### src/rtl/router_pkg.sv
// Constants shared by the fragmentation and reassembly stages.
// Covers FSM states, router ids, fragment header layout and packet layout.
package router_pkg;

  typedef enum logic [1:0] {
    ST_IDLE = 2'b00,
    ST_SEND = 2'b01,
    ST_DONE = 2'b10
  } frag_state_t;

  typedef enum logic [1:0] {
    ROUTER_0 = 2'd0,
    ROUTER_1 = 2'd1,
    ROUTER_2 = 2'd2,
    ROUTER_3 = 2'd3
  } router_id_t;

  // Fragment header
  localparam int HDR_SRC_LSB  = 0;
  localparam int HDR_DST_LSB  = 2;
  localparam int HDR_FRAG_LSB = 4;
  localparam int HDR_FRAG_W   = 3;
  localparam int PAYLOAD_LSB  = 9;
  localparam int PAYLOAD_W    = 247;

  // Assembled packet
  localparam int PKT_SRC_LSB  = 0;
  localparam int PKT_DST_LSB  = 2;
  localparam int PKT_SN_BIT   = 4;
  localparam int PKT_RN_BIT   = 5;
  localparam int PKT_TYPE_BIT = 6;
  localparam int PKT_DATA_LSB = 7;

endpackage

### src/rtl/fragment_pkt.sv
// Packet fragmenter: latches one DFX packet and streams it out
// as NUMBER_FRAG header-tagged words into the Aurora TX FIFO.
module fragment_pkt
  import router_pkg::*;
#(
  parameter int DATA_DFX_WIDTH = 1034,
  parameter int PKT_WIDTH = 1041,
  parameter int AURORA_WIDTH = 256,
  parameter int NUMBER_FRAG = 5,
  parameter logic [1:0] LOCAL_ROUTER_ID = ROUTER_0
) (
  input  logic clk,
  input  logic rst_n,
  input  logic pkt_valid,
  output logic pkt_ready,
  input  logic type_pkt,
  input  logic [1:0] src_dfx,
  input  logic [1:0] dst_dfx,
  input  logic pkt_sn,
  input  logic pkt_rn,
  input  logic [DATA_DFX_WIDTH-1:0] data_dfx,
  input  logic [1:0] dst_router,
  input  logic full_frag_fifo,
  output logic wr_frag_fifo,
  output logic [AURORA_WIDTH-1:0] frag_send
);

  localparam int TAIL_W =
    PKT_WIDTH - (NUMBER_FRAG - 1) * PAYLOAD_W;
  localparam logic [HDR_FRAG_W-1:0] LAST_FRAG =
    HDR_FRAG_W'(NUMBER_FRAG - 1);

  frag_state_t state, state_d;
  logic [PKT_WIDTH-1:0] pkt_reg;
  logic [1:0] dst_router_q;
  logic [HDR_FRAG_W-1:0] frag_cnt, frag_cnt_d;
  logic load;
  logic in_send;

  assign in_send = (state == ST_SEND);
  // Unknown encodings behave as IDLE, so only SEND/DONE block intake.
  assign pkt_ready = !(state == ST_SEND || state == ST_DONE);
  assign wr_frag_fifo = in_send && !full_frag_fifo;

  always_ff @(posedge clk or negedge rst_n) begin
    if (!rst_n) begin
      state <= ST_IDLE;
      frag_cnt <= '0;
      pkt_reg <= '0;
      dst_router_q <= '0;
    end else begin
      state <= state_d;
      frag_cnt <= frag_cnt_d;
      if (load) begin
        pkt_reg[PKT_SRC_LSB +: 2] <= src_dfx;
        pkt_reg[PKT_DST_LSB +: 2] <= dst_dfx;
        pkt_reg[PKT_SN_BIT] <= pkt_sn;
        pkt_reg[PKT_RN_BIT] <= pkt_rn;
        pkt_reg[PKT_TYPE_BIT] <= type_pkt;
        pkt_reg[PKT_DATA_LSB +: DATA_DFX_WIDTH] <= data_dfx;
        dst_router_q <= dst_router;
      end
    end
  end

  always_comb begin
    state_d = ST_IDLE;
    frag_cnt_d = frag_cnt;
    load = 1'b0;
    case (state)
      ST_SEND: begin
        state_d = ST_SEND;
        if (wr_frag_fifo) begin
          frag_cnt_d = frag_cnt + 1'b1;
          if (frag_cnt == LAST_FRAG) begin
            state_d = ST_DONE;
          end
        end
      end
      ST_DONE: begin
        state_d = ST_IDLE;
        frag_cnt_d = '0;
      end
      default: begin
        if (pkt_valid) begin
          state_d = ST_SEND;
          frag_cnt_d = '0;
          load = 1'b1;
        end
      end
    endcase
  end

  always_comb begin
    frag_send = '0;
    if (in_send) begin
      frag_send[HDR_SRC_LSB +: 2] = LOCAL_ROUTER_ID;
      frag_send[HDR_DST_LSB +: 2] = dst_router_q;
      frag_send[HDR_FRAG_LSB +: HDR_FRAG_W] = frag_cnt;
      case (frag_cnt)
        3'd0: frag_send[PAYLOAD_LSB +: PAYLOAD_W] =
          pkt_reg[0 * PAYLOAD_W +: PAYLOAD_W];
        3'd1: frag_send[PAYLOAD_LSB +: PAYLOAD_W] =
          pkt_reg[1 * PAYLOAD_W +: PAYLOAD_W];
        3'd2: frag_send[PAYLOAD_LSB +: PAYLOAD_W] =
          pkt_reg[2 * PAYLOAD_W +: PAYLOAD_W];
        3'd3: frag_send[PAYLOAD_LSB +: PAYLOAD_W] =
          pkt_reg[3 * PAYLOAD_W +: PAYLOAD_W];
        // Last fragment carries only the short tail, rest stays zero.
        default: frag_send[PAYLOAD_LSB +: TAIL_W] =
          pkt_reg[PKT_WIDTH-1 -: TAIL_W];
      endcase
    end
  end

endmodule

### config.mk
export PLATFORM = sky130hd
export DESIGN_NAME = fragment_pkt
export DESIGN_NICKNAME = d
export VERILOG_FILES = /design/src/rtl/router_pkg.sv /design/src/rtl/fragment_pkt.sv
export SDC_FILE = /design/constraint.sdc
export NUM_CORES = 2
export LEC_CHECK = 0
export CORE_AREA = 4 4 509 511
export DETAILED_ROUTE_END_ITERATION = 6
export DIE_AREA = 0 0 513 515
export MAX_ROUTING_LAYER = met4
export PLACE_DENSITY = 0.5
export SLEW_MARGIN = 20
export SYNTH_ARGS = -nofsm -noshare
export SYNTH_HDL_FRONTEND = slang
export SYNTH_SLANG_ARGS = --single-unit
### constraint.sdc
create_clock -name clk -period 2.4 [get_ports clk]
set_input_delay 0.24 -clock clk [delete_from_list [all_inputs] [get_ports clk]]
set_output_delay 0.24 -clock clk [all_outputs]
set_load 0.02 [all_outputs]
==> results.cfg <==
[cts]
cts_tree = done
buffer_cell_driving_the_clock_tree_root = clkbuf_16
max-clock-path-buffers = 3
num_cts_buffers = 133
clk_pin_slew_ps = 70
worst_skew_pair.late_latency_ps = 760
numClockSinks = 1048
cts_max_level = 4

[timing]
timing_worst_slew_pin_value_ps = 943.9
layout_worst_path_cycle_share_pct = 156.0
report.final.setup_viol = 254
final_period_minus_worst_setup_slack_ps = 3744
rsz0062_at_grt = true
clock-skew-final_ps = 22.35
fmax_ghz = 0.2671
slew-limit-headroom_pct = 37.07
final.setup.worst_slack_ps = -1344
maxSlewViolCount = 0
finalHoldViolCount = 0

[global_routing]
vias_in_the_first_global_route = 39770
grt_start_max_net_pins = 83
groute.usage.overall_pct = 18.82
antenna_found_initial = 136
overflow = 0
grt_first_pass_wirelength_um = 339000

[synth]
postSynth.asyncResetShare_pct = 100.0
netlist_area_um2 = 45980
postSynthRegisterBits = 1048
post_synth.cell_area_avg_um2 = 14.03
synth.yosys.warnings = 0
synth-adder-area-share_pct = 0.1905
yosys_most_used_dff = dfrtp_1
synthesized_instance_count = 3278
synthMuxAreaShare_pct = 25.57
synth.distinct_cells = 28
synth_compound_gate_area_share_pct = 11.89
count_of_flip_flops_with_a_built_in_enable_after_synthesis = 0
largest_family_of_logic_cells_by_synthesized_area = multiplexers
synth.yosys.seq_area_share_pct = 57.03
synth_area_in_xor_xnor_pct = 0.01905
yosys.area_share.simple_pct = 2.237

[layout]
areaGrowthSynthToFinish_pct = 67.45
drive_above_1_share_pct = 43.63
largest_register_ff_count = 1041
num-nets-final = 6133
final_core_util_pct = 30.32

[critical_path]
crit_path_top_delay_cell = a222oi_1
crit_family = buffers and inverters
worstPathCellList = buf_6 > buf_6 > ha_4 > buf_12 > buf_16 > buf_12 > a22o_1 > a222oi_1 > buf_4 > nor2_4 > buf_12
worst-endpoint-arrival_ps = 3500
path_max_fanout = 5
timing.critical_path.from_type = flop
wp_data_required_ps = 2160
path_depth = 11
timing.critical_path.slowest_cell_delay_ps = 750
critPathMostFrequentCell = buf_12
critical_path.endpoint_type = output pin
worstRegToRegCells = 7
crit_buf_inv = 7
path_class = flop to output pin

[placement]
dp_hpwl_um = 195800
gp_routability_congestion = 0.9096
buffer_ports.inserted = 1300

[power_and_ir_drop]
power.density_cell_area_nw_per_um2 = 1492
power_uw = 114900
total_leakage_power_uw = 0.03177
ir_worst_vdd_v = 0.0008146

[drt]
detailroute.wirelength.met2_um = 117600
postRouteAntennaNets = 0
routedWlPerCell_um = 29.83
totalWireLength_um = 258000
detailroute.via_count = 37960
drt_pre_antenna_iters = 7
route.layer.met1.wl_um = 106100
top_signal_layer_used = met4
drtIter0Drc = 3550
met3_wirelength_um = 25690
drc = 2
viasPerCell = 4.389

[die]
core.rowCount = 185
die_width_um = 513
dieArea_um2 = 264200
die_y_um = 515
design.core.area_um2 = 253900
initial_core_util_pct = 18.11
num_io_pins = 1305

[hold_path]
worst_hold_path_cells = 2
min-delay-path-class = input port to flop

[status]
violated_checks = design-rule violations, negative setup slack
status = finished, violations left

[run]
drv.max_cap_violation_count = 0
routing by layer:
layer	vias to the layer above	track usage, %
li1	16220	-
met1	19670	23.03
met2	1751	29.09
met3	325	6.652
met4	0	5.754
met5	-	-
cells in the final DEF, fill, tap and decap left out, drive strengths merged, types with 8 or more instances in the layout:
master and n:
dlygate4sd3 155, clkdlybuf4s50 1051, a22oi 53, a22o 249, a222oi 194, a21o 53, clkinv 21, bufinv 8
mux2 1044, buf 739, nor2 247, diode 101, inv 14, o311a 53, dfrtp 1048, clkbuf 216
worst paths after layout:
| check | slack (ps) | startpoint | endpoint |
|---|---|---|---|
| min in group asynchronous | 610 | rst_n | pkt_reg[533]$_DFFE_PN0P_ |
| worst min-delay path | 90 | data_dfx[789] | pkt_reg[796]$_DFFE_PN0P_ |
| worst min register to register | 500 | dst_router_q[1]$_DFFE_PN0P_ | dst_router_q[1]$_DFFE_PN0P_ |
| worst max register to register | 210 | state[0]$_DFF_PN0_ | pkt_reg[867]$_DFFE_PN0P_ |
| worst max-delay path | -1340 | frag_cnt[1]$_DFFE_PN0P_ | frag_send[184] |
| max in group asynchronous | 530 | rst_n | pkt_reg[262]$_DFFE_PN0P_ |
cell type report:
cell class                      instances  area [um^2]
Antenna cell                          101        252.7
Clock buffer                          197         3882
Clock inverter                         41        583.1
Fill cell                           25540       176900
Inverter                                6        40.04
Multi-Input combinational cell       1925        19710
Sequential cell                      1048        26230
Tap cell                             3366         4212
Timing Repair Buffer                 1965        22090
synth_stat cells, types with 2 or more instances:
cell type  number  share of area (%)
dfrtp_1      1048                 57
mux2_2       1044                 26
a22o_1        249                4.7
nor2_1        247                2.0
a222oi_1      194                4.2
clkbuf_1      135                1.1
buf_2         120                1.3
a21o_1         53               0.87
a22oi_1        53               0.87
o311a_1        53                1.2
buf_4          27               0.44
buf_1          20               0.16
ha_1            7               0.19
and2_1          5              0.068
inv_1           5              0.041
nand2_1         3              0.024
nand2b_1        2              0.027
nor2b_1         2              0.027
nor3_1          2              0.022
power by group:
group	switching (uW)	internal, uW	leakage, uW
Clock	8480	12200	0.00218
Sequential	5620	26700	0.0122
Combinational	29600	32300	0.0174
Total	43700	71100	0.0318
logic make-up after synthesis:
logic type,after synthesis
flops,1048
mux,1044
compound gates,605
buf+inv,308
simple gates,264
fa+ha+maj,7
other cells,1
xor+xnor,1
metrics by stage:
stage	setup TNS, ps	instance area [um^2]	std cells	hold slack [ps]	worst slack (ps)
after global routing	-295910	76980	8641	15.03	-1451
after detailed placement	-135890	67150	7975	261.3	-794.0
after floorplan	-5405	46680	3281	-55.59	-48.09
after global placement	-135860	67090	7966	266.2	-1150
after CTS	-289710	74460	8447	0.05845	-1439
final	-261510	77000	8649	88.19	-1344
repair_timing:
item	CTS	global route
pin swaps	53	144
gates resized for setup	561	407
gates cloned	11	22
setup buffers	71	95
hold buffers	155	0
endpoints found under the hold margin	774	0
setup endpoints to repair	254	254
(Power assumes the default switching activity.)
